$ cat config.mk
export PLATFORM = sky130hd
export DESIGN_NAME = axi_slv_wr_responder_flat
export DESIGN_NICKNAME = d
export VERILOG_FILES = /design/src/rtl/axi_tb_pkg.sv /design/src/rtl/axi_slv_wr_responder_if.sv /design/src/rtl/tb_sync_fifo.sv /design/src/rtl/axi_slv_wr_responder.sv /design/src/flat_wrapper.sv
export SDC_FILE = /design/constraint.sdc
export NUM_CORES = 1
export LEC_CHECK = 0
export CAP_MARGIN = 0
export CORE_MARGIN = 3
export CORE_UTILIZATION = 51
export DETAILED_ROUTE_END_ITERATION = 10
export PLACE_DENSITY = 0.78
export SLEW_MARGIN = 20
export SYNTH_ARGS = -nofsm -noshare
export SYNTH_HDL_FRONTEND = slang
export SYNTH_HIERARCHICAL = 1
export SYNTH_SLANG_ARGS = --single-unit
$ cat constraint.sdc
create_clock -name aclk -period 3.6 [get_ports aclk]
set_input_delay 0.72 -clock aclk [delete_from_list [all_inputs] [get_ports aclk]]
set_output_delay 0.72 -clock aclk [all_outputs]
set_load 0.02 [all_outputs]
$ cat src/rtl/axi_tb_pkg.sv
// Shared types for the AXI write-response slave: response codes, W-channel
// state encoding and the queue entry layouts.
package axi_tb_pkg;

  localparam logic [1:0] RESP_OKAY   = 2'b00;
  localparam logic [1:0] RESP_SLVERR = 2'b10;

  // Queue entries carry IDs at this fixed width; narrower IDs are zero-extended.
  localparam int ID_W_MAX = 16;

  typedef enum logic [1:0] {
    W_IDLE  = 2'd0,
    W_BURST = 2'd1,
    W_STALL = 2'd2
  } w_state_t;

  typedef struct packed {
    logic [ID_W_MAX-1:0] id;
    logic [7:0]          len;
  } aw_entry_t;

  typedef struct packed {
    logic [ID_W_MAX-1:0] id;
    logic [1:0]          resp;
  } b_entry_t;

  function automatic logic [1:0] resp_code(input logic err);
    return err ? RESP_SLVERR : RESP_OKAY;
  endfunction

endpackage

$ cat src/rtl/axi_slv_wr_responder_if.sv
// AW/W/B channel bundle for the write-response slave plus its status outputs.
// Every channel transfers on a rising edge where valid && ready; valid never waits on ready.
interface axi_slv_wr_responder_if #(
  parameter int AXI_ADDR_W = 32,
  parameter int AXI_ID_W   = 4,
  parameter int AXI_DATA_W = 32
);
  logic                  in_awvalid;
  logic                  out_awready;
  logic [AXI_ADDR_W-1:0] in_awaddr;
  logic [7:0]            in_awlen;
  logic [AXI_ID_W-1:0]   in_awid;
  logic                  in_wvalid;
  logic                  out_wready;
  logic                  in_wlast;
  logic [AXI_ID_W-1:0]   in_wid;
  logic [AXI_DATA_W-1:0] in_wdata;
  logic [3:0]            in_wstrb;
  logic                  out_bvalid;
  logic                  in_bready;
  logic [AXI_ID_W-1:0]   out_bid;
  logic [1:0]            out_bresp;
  logic                  out_err;
  logic [31:0]           out_wbeat_total;

  modport slave (
    input  in_awvalid, in_awaddr, in_awlen, in_awid,
    input  in_wvalid, in_wlast, in_wid, in_wdata, in_wstrb,
    input  in_bready,
    output out_awready, out_wready, out_bvalid, out_bid, out_bresp,
    output out_err, out_wbeat_total
  );

  modport master (
    output in_awvalid, in_awaddr, in_awlen, in_awid,
    output in_wvalid, in_wlast, in_wid, in_wdata, in_wstrb,
    output in_bready,
    input  out_awready, out_wready, out_bvalid, out_bid, out_bresp,
    input  out_err, out_wbeat_total
  );
endinterface

$ cat src/rtl/tb_sync_fifo.sv
// Single-clock FIFO with wrap-bit pointers; head data is read combinationally.
module tb_sync_fifo #(
  parameter int WIDTH = 8,
  parameter int DEPTH = 4
) (
  input  logic                     clk,
  input  logic                     srst,
  input  logic                     push,
  input  logic [WIDTH-1:0]         push_data,
  input  logic                     pop,
  output logic [WIDTH-1:0]         pop_data,
  output logic                     full,
  output logic                     empty,
  output logic [$clog2(DEPTH):0]   count
);
  localparam int AW = $clog2(DEPTH);

  logic [AW:0]      wr_ptr;
  logic [AW:0]      rd_ptr;
  logic [WIDTH-1:0] mem [DEPTH];

  // Extra MSB distinguishes full from empty when the index bits match.
  assign empty    = (wr_ptr == rd_ptr);
  assign full     = (wr_ptr[AW] != rd_ptr[AW]) && (wr_ptr[AW-1:0] == rd_ptr[AW-1:0]);
  assign count    = wr_ptr - rd_ptr;
  assign pop_data = mem[rd_ptr[AW-1:0]];

  always_ff @(posedge clk) begin
    if (srst) begin
      wr_ptr <= '0;
      rd_ptr <= '0;
    end else begin
      if (push && !full) wr_ptr <= wr_ptr + (AW+1)'(1);
      if (pop && !empty) rd_ptr <= rd_ptr + (AW+1)'(1);
    end
  end

  always_ff @(posedge clk) begin
    if (push && !full) mem[wr_ptr[AW-1:0]] <= push_data;
  end

endmodule

$ cat src/rtl/axi_slv_wr_responder.sv
// AXI write slave that queues AW requests, checks/counts W beats against the
// queued burst and returns in-order B responses (SLVERR for malformed bursts).
module axi_slv_wr_responder
  import axi_tb_pkg::*;
#(
  parameter int AXI_ADDR_W      = 32,
  parameter int AXI_ID_W        = 4,
  parameter int AXI_DATA_W      = 32,
  parameter int SLV_OSTDREQ_NUM = 4
) (
  input  logic                   aclk,
  input  logic                   srst,
  axi_slv_wr_responder_if.slave  bus,
  output w_state_t               w_state
);
  localparam int CW = $clog2(SLV_OSTDREQ_NUM) + 1;

  aw_entry_t aw_push_data, aw_head;
  b_entry_t  b_push_data, b_head;
  logic      aw_full, aw_empty, b_full, b_empty;
  logic [CW-1:0] aw_cnt, b_cnt, aw_cnt_nxt, b_cnt_nxt;
  logic      aw_push, aw_pop, b_push, b_pop;
  logic      w_fire, beat_final, beat_err, burst_err;
  logic [7:0] beat_cnt;
  logic      err_flag;
  logic [AXI_ID_W-1:0] head_id;
  w_state_t  state, state_nxt;
  logic      unused_bits;

  assign bus.out_awready = !aw_full && !srst;
  assign aw_push      = bus.in_awvalid && bus.out_awready;
  assign aw_push_data = '{id: ID_W_MAX'(bus.in_awid), len: bus.in_awlen};

  tb_sync_fifo #(.WIDTH($bits(aw_entry_t)), .DEPTH(SLV_OSTDREQ_NUM)) u_aw_q (
    .clk(aclk), .srst(srst), .push(aw_push), .push_data(aw_push_data),
    .pop(aw_pop), .pop_data(aw_head), .full(aw_full), .empty(aw_empty), .count(aw_cnt)
  );

  assign head_id        = aw_head.id[AXI_ID_W-1:0];
  assign bus.out_wready = (state == W_BURST) && !srst;
  assign w_fire         = bus.in_wvalid && bus.out_wready;
  assign beat_final     = (beat_cnt == aw_head.len);
  assign beat_err       = (bus.in_wid != head_id) || (bus.in_wlast != beat_final) ||
                          (bus.in_wstrb == 4'b0000);
  assign burst_err      = err_flag || beat_err;

  // The burst length comes from AW only; wlast is checked but never ends a burst.
  assign aw_pop      = w_fire && beat_final;
  assign b_push      = aw_pop;
  assign b_push_data = '{id: aw_head.id, resp: resp_code(burst_err)};
  assign b_pop       = bus.out_bvalid && bus.in_bready;

  tb_sync_fifo #(.WIDTH($bits(b_entry_t)), .DEPTH(SLV_OSTDREQ_NUM)) u_b_q (
    .clk(aclk), .srst(srst), .push(b_push), .push_data(b_push_data),
    .pop(b_pop), .pop_data(b_head), .full(b_full), .empty(b_empty), .count(b_cnt)
  );

  assign bus.out_bvalid = !b_empty;
  assign bus.out_bid    = b_empty ? '0 : b_head.id[AXI_ID_W-1:0];
  assign bus.out_bresp  = b_empty ? 2'b00 : b_head.resp;

  assign aw_cnt_nxt = aw_cnt + CW'(aw_push) - CW'(aw_pop);
  assign b_cnt_nxt  = b_cnt + CW'(b_push) - CW'(b_pop);

  always_ff @(posedge aclk) begin
    if (srst) state <= W_IDLE;
    else      state <= state_nxt;
  end

  // State tracks next-cycle occupancy so an AW into an empty queue opens W one cycle later.
  always_comb begin
    state_nxt = W_IDLE;
    if (aw_cnt_nxt != '0) begin
      if (b_cnt_nxt == CW'(SLV_OSTDREQ_NUM)) state_nxt = W_STALL;
      else                                   state_nxt = W_BURST;
    end
  end

  assign w_state = state;

  always_ff @(posedge aclk) begin
    if (srst) begin
      beat_cnt            <= '0;
      err_flag            <= 1'b0;
      bus.out_err         <= 1'b0;
      bus.out_wbeat_total <= '0;
    end else begin
      bus.out_err <= aw_pop && burst_err;
      if (w_fire) begin
        bus.out_wbeat_total <= bus.out_wbeat_total + 32'd1;
        if (beat_final) begin
          beat_cnt <= '0;
          err_flag <= 1'b0;
        end else begin
          beat_cnt <= beat_cnt + 8'd1;
          err_flag <= burst_err;
        end
      end
    end
  end

  assign unused_bits = ^{bus.in_awaddr, bus.in_wdata, aw_empty, b_full, aw_head, b_head};

endmodule

$ cat src/flat_wrapper.sv
// flat-port wrapper written by rule: the top's interface ports become plain ports
module axi_slv_wr_responder_flat import axi_tb_pkg::*;
#(
  parameter int AXI_ADDR_W      = 32,
  parameter int AXI_ID_W        = 4,
  parameter int AXI_DATA_W      = 32,
  parameter int SLV_OSTDREQ_NUM = 4
)
  (aclk, srst, w_state, bus_in_awvalid, bus_in_awaddr, bus_in_awlen, bus_in_awid, bus_in_wvalid, bus_in_wlast, bus_in_wid, bus_in_wdata, bus_in_wstrb, bus_in_bready, bus_out_awready, bus_out_wready, bus_out_bvalid, bus_out_bid, bus_out_bresp, bus_out_err, bus_out_wbeat_total);
  axi_slv_wr_responder_if #(.AXI_ADDR_W(AXI_ADDR_W), .AXI_ID_W(AXI_ID_W), .AXI_DATA_W(AXI_DATA_W)) bus_i ();
  input  logic aclk;
  input  logic srst;
  output w_state_t w_state;
  input wire logic [$bits(bus_i.in_awvalid)-1:0] bus_in_awvalid;
  input wire logic [$bits(bus_i.in_awaddr)-1:0] bus_in_awaddr;
  input wire logic [$bits(bus_i.in_awlen)-1:0] bus_in_awlen;
  input wire logic [$bits(bus_i.in_awid)-1:0] bus_in_awid;
  input wire logic [$bits(bus_i.in_wvalid)-1:0] bus_in_wvalid;
  input wire logic [$bits(bus_i.in_wlast)-1:0] bus_in_wlast;
  input wire logic [$bits(bus_i.in_wid)-1:0] bus_in_wid;
  input wire logic [$bits(bus_i.in_wdata)-1:0] bus_in_wdata;
  input wire logic [$bits(bus_i.in_wstrb)-1:0] bus_in_wstrb;
  input wire logic [$bits(bus_i.in_bready)-1:0] bus_in_bready;
  output wire logic [$bits(bus_i.out_awready)-1:0] bus_out_awready;
  output wire logic [$bits(bus_i.out_wready)-1:0] bus_out_wready;
  output wire logic [$bits(bus_i.out_bvalid)-1:0] bus_out_bvalid;
  output wire logic [$bits(bus_i.out_bid)-1:0] bus_out_bid;
  output wire logic [$bits(bus_i.out_bresp)-1:0] bus_out_bresp;
  output wire logic [$bits(bus_i.out_err)-1:0] bus_out_err;
  output wire logic [$bits(bus_i.out_wbeat_total)-1:0] bus_out_wbeat_total;
  assign bus_i.in_awvalid = bus_in_awvalid;
  assign bus_i.in_awaddr = bus_in_awaddr;
  assign bus_i.in_awlen = bus_in_awlen;
  assign bus_i.in_awid = bus_in_awid;
  assign bus_i.in_wvalid = bus_in_wvalid;
  assign bus_i.in_wlast = bus_in_wlast;
  assign bus_i.in_wid = bus_in_wid;
  assign bus_i.in_wdata = bus_in_wdata;
  assign bus_i.in_wstrb = bus_in_wstrb;
  assign bus_i.in_bready = bus_in_bready;
  assign bus_out_awready = bus_i.out_awready;
  assign bus_out_wready = bus_i.out_wready;
  assign bus_out_bvalid = bus_i.out_bvalid;
  assign bus_out_bid = bus_i.out_bid;
  assign bus_out_bresp = bus_i.out_bresp;
  assign bus_out_err = bus_i.out_err;
  assign bus_out_wbeat_total = bus_i.out_wbeat_total;
  axi_slv_wr_responder #(.AXI_ADDR_W(AXI_ADDR_W), .AXI_ID_W(AXI_ID_W), .AXI_DATA_W(AXI_DATA_W), .SLV_OSTDREQ_NUM(SLV_OSTDREQ_NUM)) u_core (.aclk(aclk), .srst(srst), .bus(bus_i), .w_state(w_state));
endmodule
==> results of run 1 <==
-- final timing paths --
check / startpoint / to / depth (start not counted)
worst max register to register: register / u_core/w_state[0] / 13
worst min register to register: u_core/bus.out_wbeat_total[19] / u_core/bus.out_wbeat_total[19] / 2
worst min-delay path: u_core/bus.out_wbeat_total[19] / u_core/bus.out_wbeat_total[19] / 2
worst max-delay path: register / u_core/w_state[0] / 13
-- final cells by class --
class                           count  area [sq um]  area share
Sequential cell                   132          3360       0.431
Tap cell                          143           179      0.0229
Timing Repair Buffer               88           845       0.108
Clock buffer                       18           429      0.0550
Inverter                           24          90.1      0.0115
Clock inverter                     14           179      0.0229
Multi-Input combinational cell    336          2720       0.348
-- stage by stage --
step           area [sq um]  cells
5_1_grt                7800    755
4_1_cts                7760    753
3_5_place_dp           7150    721
2_1_floorplan          6280    522
3_3_place_gp           7150    721
6_report               7800    755
-- sequential cells by signal (all words and copies together), names as in the netlist, named ones only --
signal and count:
u_core/err_flag 1, u_core/u_b_q/wr_ptr 3, u_core/u_aw_q/mem 48, u_core/w_state 2, u_core/u_b_q/mem 24, u_core/u_b_q/rd_ptr 3
u_core/u_aw_q/rd_ptr 3, u_core/bus.out_err 1, u_core/beat_cnt 8, u_core/bus.out_wbeat_total 32, u_core/u_aw_q/wr_ptr 3
-- worst max-delay path, cell delays in order (launching register included) --
cell     delay, ns
dfxtp_1       0.35
buf_12        0.17
mux4_2        0.54
xnor2_1       0.17
nand4_1       0.16
nor3_2        0.25
buf_6         0.17
xor2_1        0.07
ha_1          0.21
fa_1          0.38
xnor2_1       0.14
xnor2_1       0.12
or3_1         0.35
and3_1        0.19
-- layer usage --
layer	up-vias	global-route usage	share of wire
met3	17	0.0463	0.049
li1	2133	-	-
met1	2203	0.237	0.41
met2	118	0.340	0.52
met4	0	0.0810	0.015
met5	-	0	0
-- repair_timing --
item	4_1_cts	5_1_grt
buffers inserted	0	2
endpoints found under the hold margin	0	0
gates resized for setup	0	6
endpoints found under the setup margin	0	2
-- cells in the final DEF, fill, tap and decap left out, types with 11 or more instances in the layout --
master / count
nor2_1: 20
inv_1: 24
a21oi_1: 18
mux4_2: 18
nand3_1: 18
edfxtp_1: 72
or4_1: 14
xnor2_1: 25
nand4_1: 17
nand2_1: 33
clkdlybuf4s50_1: 68
nor2b_1: 11
dfxtp_1: 59
clkbuf_16: 17
buf_4: 17
ha_1: 18
-- report_power, final --
| part | internal (W) | total, W | switching [W] |
|---|---|---|---|
| Combinational | 0.000236 | 0.000471 | 0.000235 |
| Clock | 0.00109 | 0.00174 | 0.000647 |
| Sequential | 0.00163 | 0.00168 | 0.0000491 |
==> results.md, run 1 <==
* CP Data Arrival Time at roughly 3.7 ns
* Slew Limit Fails at 0
* RSZ-0062 raised after global routing: no
* Skew final at 0.00575 ns
* Max Freq at 294 MHz
* Critical path class: register to register
* Port bufs at between 60 and 70
* Fin Setup TNS at 0 ns
* CP Launch Type: register
* Tot GR Track Use at 0.197
* Ports at around 130
* Initial antenna violation count at 0
* Clock tree root buffer cell: clkbuf_16
* Period utilization at 0.945
* H-tree Lvls at 4
* Initial Util at 0.535
* CP Capture Type: register
* Layout cell share with drive strength beyond 1 at 0.131
* Layout area overhead at 24.5%
* Final core utilization at 0.666
* # setup viols final at 0
* TritonCTS clock tree: yes
* Worst IR drop on VDD at about 0.34 mV
* Clock slew seen by the registers of the worst setup and hold paths at ~0.06 ns
* Remaining DRCs at 0
* TritonCTS Buffers at 17
* Mapped cell area at 6270 sq um
* Total gr overflow at 0
* Max clock buf depth at 2
* Mean Syn Cell Area at 12.1 sq um
* Routed wire length per instance at 16.8 um
* ANT nets after route at 0
* Drt via density at 5.92
* Worst hold margin at just under 0.5 ns
* Clock Sink Count at approximately 130
* Initial drt markers at between 300 and 400
* Pleak at between 2 and 3 nW
* Clock latency at the later pin of the worst-skew pair at 0.42 ns
* Synthesized instance count at between 500 and 600
* Setup ws final at 0.197 ns
* Total core area at ~12000 sq um
* Setup slack, reg-to-reg at 0.20 ns
* Outcome: completed
* Hold buffer count at CTS at 0
* Die ar. at ~14000 sq um
* Worst hold path type: register to register
* Drt total wl at between 10 and 15 mm
* Clock period minus worst slack at between 3 and 4 ns
* Row count at 39
* Count of final hold-check violations at 0
* Warnings from Yosys at 6
* Die width at ~120 um
* Slew margin rel. at 0.475
* Largest net degree at the start of global routing at 49
* Worst endpoint required time at roughly 4 ns
* Max_cap viols at 0
* Via count at 4471
* Diode count at 0
* Vias in the first global route at between 4000 and 5000
* Worst slew pin tran at between 0.7 and 0.8 ns
* DRT Pass-1 Iters at 4
* Crit-path max FO at 12
* GP Congestion at approximately 0.8
* Total Power at roughly 0.0039 W
* First-pass GRT wire length at slightly above 20 mm
* Nets@finish at around 710
* Pwr/cell area at 499 nW/um^2
* Die height at 117 um
* Place WS at 0.150 ns
* Fill cells at approximately 870
* HPWL reported at the end of detailed placement at slightly below 9 mm
Power figures use the tool's default switching activity.
==> run 2: changes to the inputs <==
--- a/config.mk
+++ b/config.mk
@@ -10,6 +10,7 @@
 export CORE_UTILIZATION = 51
 export DETAILED_ROUTE_END_ITERATION = 10
 export PLACE_DENSITY = 0.78
+export SETUP_SLACK_MARGIN = 0.5
 export SLEW_MARGIN = 20
 export SYNTH_ARGS = -nofsm -noshare
 export SYNTH_HDL_FRONTEND = slang
==> results.md, run 2 (same netlist as run 1, synthesis figures left out) <==
* CP Data Arrival Time at 3.59 ns (was 3.71 ns)
* Clock tree root buffer cell: clkbuf_16 (unchanged)
* TritonCTS Buffers at 17 (unchanged)
* Count of final hold-check violations at 0 (unchanged)
* Row count at 39 (unchanged)
* Initial antenna violation count at 0 (unchanged)
* Fin area at 7820 sq um (was 7800 sq um)
* Switching Fraction at 0.247 (was 0.239)
* Port bufs at 69 (unchanged)
* # setup viols final at 0 (unchanged)
* Outcome: completed (unchanged)
* Worst slew pin tran at 0.898 ns (was 0.781 ns)
* Final core utilization at 0.667 (was 0.666)
* Ports at 134 (unchanged)
* Clock period minus worst slack at 3.27 ns (was 3.40 ns)
* Skew final at 0.00751 ns (was 0.00575 ns)
* DRT Pass-1 Iters at 5 (was 4)
* Placed cell area at 7160 sq um (was 7150 sq um)
* Critical path class: register to register (unchanged)
* Tot GR Track Use at 0.202 (was 0.197)
* Reg power frac at 0.435 (was 0.431)
* Die ar. at 13700 sq um (unchanged)
* Placed Cells at 721 (unchanged)
* Final std cells w/o fill at 758 (was 755)
* Drt total wl at 13.0 mm (was 12.7 mm)
* Period utilization at 0.909 (was 0.945)
* Hold buffer count at CTS at 0 (unchanged)
* Pleak at 2.67 nW (was 2.60 nW)
* Worst hold path type: register to register (unchanged)
* Die height at 117 um (unchanged)
* ANT nets after route at 0 (unchanged)
* Nets@finish at 714 (was 711)
* GP Congestion at 0.810 (was 0.801)
* Max_cap viols at 0 (unchanged)
* RSZ-0062 raised after global routing: yes (was no)
* Largest net degree at the start of global routing at 54 (was 49)
* Max reg flops at 48 (unchanged)
* Slew margin rel. at 0.396 (was 0.475)
* Most common cell after layout, fill and taps aside: edfxtp_1 (unchanged)
* HPWL reported at the end of detailed placement at 8.81 mm (was 8.76 mm)
* Clock Sink Count at 132 (unchanged)
* Via count at 4513 (was 4471)
* H-tree Lvls at 4 (unchanged)
* Max clock buf depth at 2 (unchanged)
* Crit-path max FO at 4 (was 12)
* Clk pwr share at 0.436 (was 0.448)
* Layout cell share with drive strength beyond 1 at 0.143 (was 0.131)
* Remaining DRCs at 0 (unchanged)
* Die width at 117 um (unchanged)
* Most frequent cells in the layout: edfxtp_1, clkdlybuf4s50_1, dfxtp_1, nand2_1 (was edfxtp_1, clkdlybuf4s50_1, dfxtp_1, nand2_1, xnor2_1)
* Diode count at 0 (unchanged)
* Layout area overhead at 24.7% (was 24.5%)
* Gate power share at 0.129 (was 0.121)
* CP Capture Type: register (unchanged)
* Slew Limit Fails at 0 (unchanged)
* Total core area at 11700 sq um (unchanged)
* Initial Util at 0.535 (unchanged)
* Psw at 0.000953 W (was 0.000931 W)
* Worst endpoint required time at 3.92 ns (was 3.91 ns)
* CP Launch Type: register (unchanged)
* Clock latency at the later pin of the worst-skew pair at 0.42 ns (about the same)
* First-pass GRT wire length at 21.3 mm (was 20.8 mm)
* Drt via density at 5.95 (was 5.92)
* Max Freq at 306 MHz (was 294 MHz)
* Internal at 0.00291 W (was 0.00296 W)
* Initial drt markers at 328 (was 380)
* Routed wire length per instance at 17.1 um (was 16.8 um)
* Clock slew seen by the registers of the worst setup and hold paths at 0.06 ns (about the same)
* Worst IR drop on VDD at 0.304 mV (was 0.339 mV)
* Vias in the first global route at 4341 (was 4313)
* Pwr/cell area at 494 nW/um^2 (was 499 nW/um^2)
* TritonCTS clock tree: yes (unchanged)
* Total gr overflow at 0 (unchanged)
* Fin Setup TNS at 0 ns (unchanged)
==> run 2: cell types whose count changed in the layout (fill, tap and decap cells not counted), moves of 2 or more <==
cell and delta:
buf_4 +4, ha_1 -2, fa_1 -2, ha_2 +2, dlygate4sd2_1 +4, clkdlybuf4s50_1 -6
fa_2 +2, dlymetal6s2s_1 +2
==> run 2: power by group through the flow <==
stage | clock (W) | combinational, W | sequential (W)
2_1_floorplan | 0 | 0.000302 | 0.00170
3_3_place_gp | 0 | 0.000456 | 0.00171
3_5_place_dp | 0 | 0.000473 | 0.00171
4_1_cts | 0.00171 | 0.000487 | 0.00168
5_1_grt | 0.00178 | 0.000546 | 0.00169
6_report | 0.00168 | 0.000499 | 0.00168
==> run 2: final timing paths <==
kind | from | to | slack (ns) | cells past startpoint
max | register | u_core/w_state[0] | 0.33 | 12
min | u_core/err_flag | u_core/err_flag | 0.49 | 2
max reg2reg | register | u_core/w_state[0] | 0.33 | 12
min reg2reg | u_core/err_flag | u_core/err_flag | 0.49 | 2
==> run 2: repair_timing <==
item / 4_1_cts / 5_1_grt
pin swaps: 4 / 2
endpoints found under the hold margin: 0 / 0
resized for setup: 10 / 6
gates cloned: 1 / 0
endpoints found under the setup margin: 9 / 8
buffers inserted: 2 / 2
==> run 2: layer usage <==
metal | track usage | part of all wire
met1 | 0.252 | 0.42
met2 | 0.342 | 0.51
met3 | 0.0571 | 0.052
met5 | 0 | 0
met4 | 0.0642 | 0.016
==> run 2: area by class of cell <==
class	instances	area, sq um
Sequential cell	132	3370
Clock inverter	13	151
Multi-Input combinational cell	336	2740
Tap cell	143	179
Fill cell	859	3890
Timing Repair Buffer	91	855
Inverter	24	90.1
Clock buffer	19	433
==> run 2: metrics by stage <==
stage	hold WS, ns	setup WS [ns]	total power [W]
detailed placement	0.478	0.0421	0.00218
floorplan	0.460	0.248	0.00200
CTS	0.488	0.301	0.00387
global placement	0.472	0.185	0.00216
finish	0.489	0.328	0.00386
global route	0.522	0.134	0.00401
==> run 2: critical path, stage by stage, from the launching register on <==
cell	delay, ns
dfxtp_2	0.35
buf_4	0.15
mux4_2	0.53
xnor2_1	0.19
nand4_1	0.23
nor3_4	0.27
xor2_1	0.11
ha_2	0.20
fa_2	0.33
xnor2_1	0.14
xnor2_1	0.13
or3_1	0.34
and3_1	0.19
==> edit, RTL diff (config.mk and constraints of run 1) <==
`AXI_ID_W` is set to 4 in 3 places; all go to 6.
--- a/src/rtl/axi_slv_wr_responder_if.sv
+++ b/src/rtl/axi_slv_wr_responder_if.sv
@@ -2,7 +2,7 @@
 // Every channel transfers on a rising edge where valid && ready; valid never waits on ready.
 interface axi_slv_wr_responder_if #(
   parameter int AXI_ADDR_W = 32,
-  parameter int AXI_ID_W   = 4,
+  parameter int AXI_ID_W   = 6,
   parameter int AXI_DATA_W = 32
 );
   logic                  in_awvalid;
--- a/src/rtl/axi_slv_wr_responder.sv
+++ b/src/rtl/axi_slv_wr_responder.sv
@@ -4,7 +4,7 @@
   import axi_tb_pkg::*;
 #(
   parameter int AXI_ADDR_W      = 32,
-  parameter int AXI_ID_W        = 4,
+  parameter int AXI_ID_W        = 6,
   parameter int AXI_DATA_W      = 32,
   parameter int SLV_OSTDREQ_NUM = 4
 ) (
--- a/src/flat_wrapper.sv
+++ b/src/flat_wrapper.sv
@@ -2,7 +2,7 @@
 module axi_slv_wr_responder_flat import axi_tb_pkg::*;
 #(
   parameter int AXI_ADDR_W      = 32,
-  parameter int AXI_ID_W        = 4,
+  parameter int AXI_ID_W        = 6,
   parameter int AXI_DATA_W      = 32,
   parameter int SLV_OSTDREQ_NUM = 4
 )
Ports: changed (resized bus_in_awid, bus_in_wid and bus_out_bid); port bits go from 134 to 140. No check against the original RTL was run, so the function may have changed too.
==> edit against run 1 <==
Area after synthesis up 9.7%; highest routed layer unchanged; maximum frequency up 1.3%; wire length up 13%; critical endpoint is now u_core/w_state[1]; global-route usage up 0.51 points; power is 8.0% higher; clock power is 3% higher; synthesized cell count is 5.6% higher; worst setup slack gained 0.043 ns; critical path depth unchanged; first-iteration DRC count rose by 20%; sequential cell count increased by 16; design area up 9.3%; final cell count up 8.9%.
==> edit: results (changes against run 1) <==
[drt]
drt-initial-drc-count=456  ; was 380
routed_wl_um=14390  ; was 12710 um
drt-pass1-iter-count=5  ; was 4
num_vias=4819  ; was 4471

[sta]
clock_skew_ns=0.005889  ; was 0.005747 ns
post-route-period-util_pct=93.35  ; was 94.53%
fin_setup_tns_ns=0  ; unchanged
slew_headroom_pct=41.94  ; was 47.51%

[layout]
antenna_cells=0  ; unchanged
drive_gt1_share_pct=12.92  ; was 13.07%
largest_reg_flops=56  ; was 48
nets=753  ; was 711

[worst_setup_path]
cp_max_fo=20  ; was 12
crit_family=simple AND/OR/NAND/NOR gates  ; unchanged
cp.arrival_ns=3.65  ; was 3.71 ns
crit_slowest_cell=mux4_2  ; unchanged
cpPeakStageDelay_ns=0.52  ; was 0.54 ns

[yosys]
synth_warnings=6  ; unchanged

[clock_network]
cts.reportedPaths.clkPinSlew_ns=0.06  ; about the same
numCtsBuffers=17  ; unchanged
cts-root-buf=clkbuf_16  ; unchanged
cts-htree-levels=4  ; unchanged
clk_latency_ns=0.41
clk_path_buf_depth=2  ; unchanged

[pwr]
swShare_pct=23.15  ; was 23.93%
ir_worst_vdd_uv=362.5  ; was 338.9 uV
p_leak_nw=2.863  ; was 2.601 nW

[place]
port_buffers=75  ; was 69
dp_hpwl_um=10100  ; was 8764 um
routabilityCongestion=0.8427  ; was 0.8007

[global_route]
grtUsageTotal_pct=20.19  ; was 19.68%
use_met1_pct=24.88  ; was 23.74%
antenna_found_initial=0  ; unchanged
grt.busiest_layer=met2  ; unchanged
first_global_vias=4716  ; was 4313
grt_max_degree=42  ; was 49
met2_usage_pct=34.19  ; was 34.02%
grt_use_met3_pct=4.271  ; was 4.627%
grt_pass1_wl_um=23100  ; was 20760 um

[hold_path]
hold_path.class=reg2reg  ; unchanged

[status]
status=complete, no violations  ; unchanged

==> edit: layout make-up <==
type / count / area, sq um
fill: 929 / 4347
sequential: 148 / 3844
multi-input combinational: 353 / 2849
timing repair buffer: 96 / 928.4
clock buffer: 26 / 553.0
tap: 172 / 215.2
inverter: 21 / 78.83
clock inverter: 6 / 61.31
==> edit: timing repair <==
item                                    in CTS  in global routing
gates resized for setup                      0                  2
endpoints found under the setup margin       0                  2
buffers inserted                             0                  2
==> edit: worst register-to-register path, cell delays in order (launching register included) <==
cell,delay [ns]
dfxtp_1,0.36
buf_12,0.16
mux4_2,0.52
xnor2_1,0.16
nand4_1,0.18
nor3_2,0.22
buf_12,0.19
xnor2_1,0.09
ha_1,0.19
fa_1,0.37
xor2_1,0.18
xnor2_1,0.12
or3_1,0.35
nor3b_1,0.16
==> edit: worst paths after layout <==
path	from	endpoint	slack [ns]	cells past startpoint
worst max-delay path	flip-flop	u_core/w_state[1]	0.24	13
worst min-delay path	u_core/bus.out_wbeat_total[31]	u_core/bus.out_wbeat_total[31]	0.50	2
worst max register to register	flip-flop	u_core/w_state[1]	0.24	13
worst min register to register	u_core/bus.out_wbeat_total[31]	u_core/bus.out_wbeat_total[31]	0.50	2
==> edit: through the flow <==
| step | instances | util (%) | setup slack [ns] | hold slack, ns | cell area, sq um |
|---|---|---|---|---|---|
| 5_1_grt | 822 | 66.24 | 0.007969 | 0.5104 | 8529 |
| 3_5_place_dp | 788 | 61.24 | 0.06888 | 0.4845 | 7885 |
| 2_1_floorplan | 551 | - | 0.08843 | 0.4416 | 6888 |
| 3_3_place_gp | 788 | 61.24 | 0.1193 | 0.4667 | 7885 |
| 6_report | 822 | 66.24 | 0.2395 | 0.4979 | 8529 |
| 4_1_cts | 820 | 66.01 | 0.1123 | 0.4926 | 8499 |
==> edit: metal layers <==
metal	up-vias	wire length, um
met2	146	7372
li1	2263	-
met4	0	303
met1	2390	5932
met5	-	0
met3	20	783
==> edit: power by group through the flow <==
stage	clock network, mW	logic, mW	registers (mW)
final	1.79	0.521	1.89
after global routing	1.89	0.571	1.90
after CTS	1.83	0.524	1.89
after detailed placement	0	0.521	1.93
after global placement	0	0.499	1.92
after floorplan	0	0.330	1.91
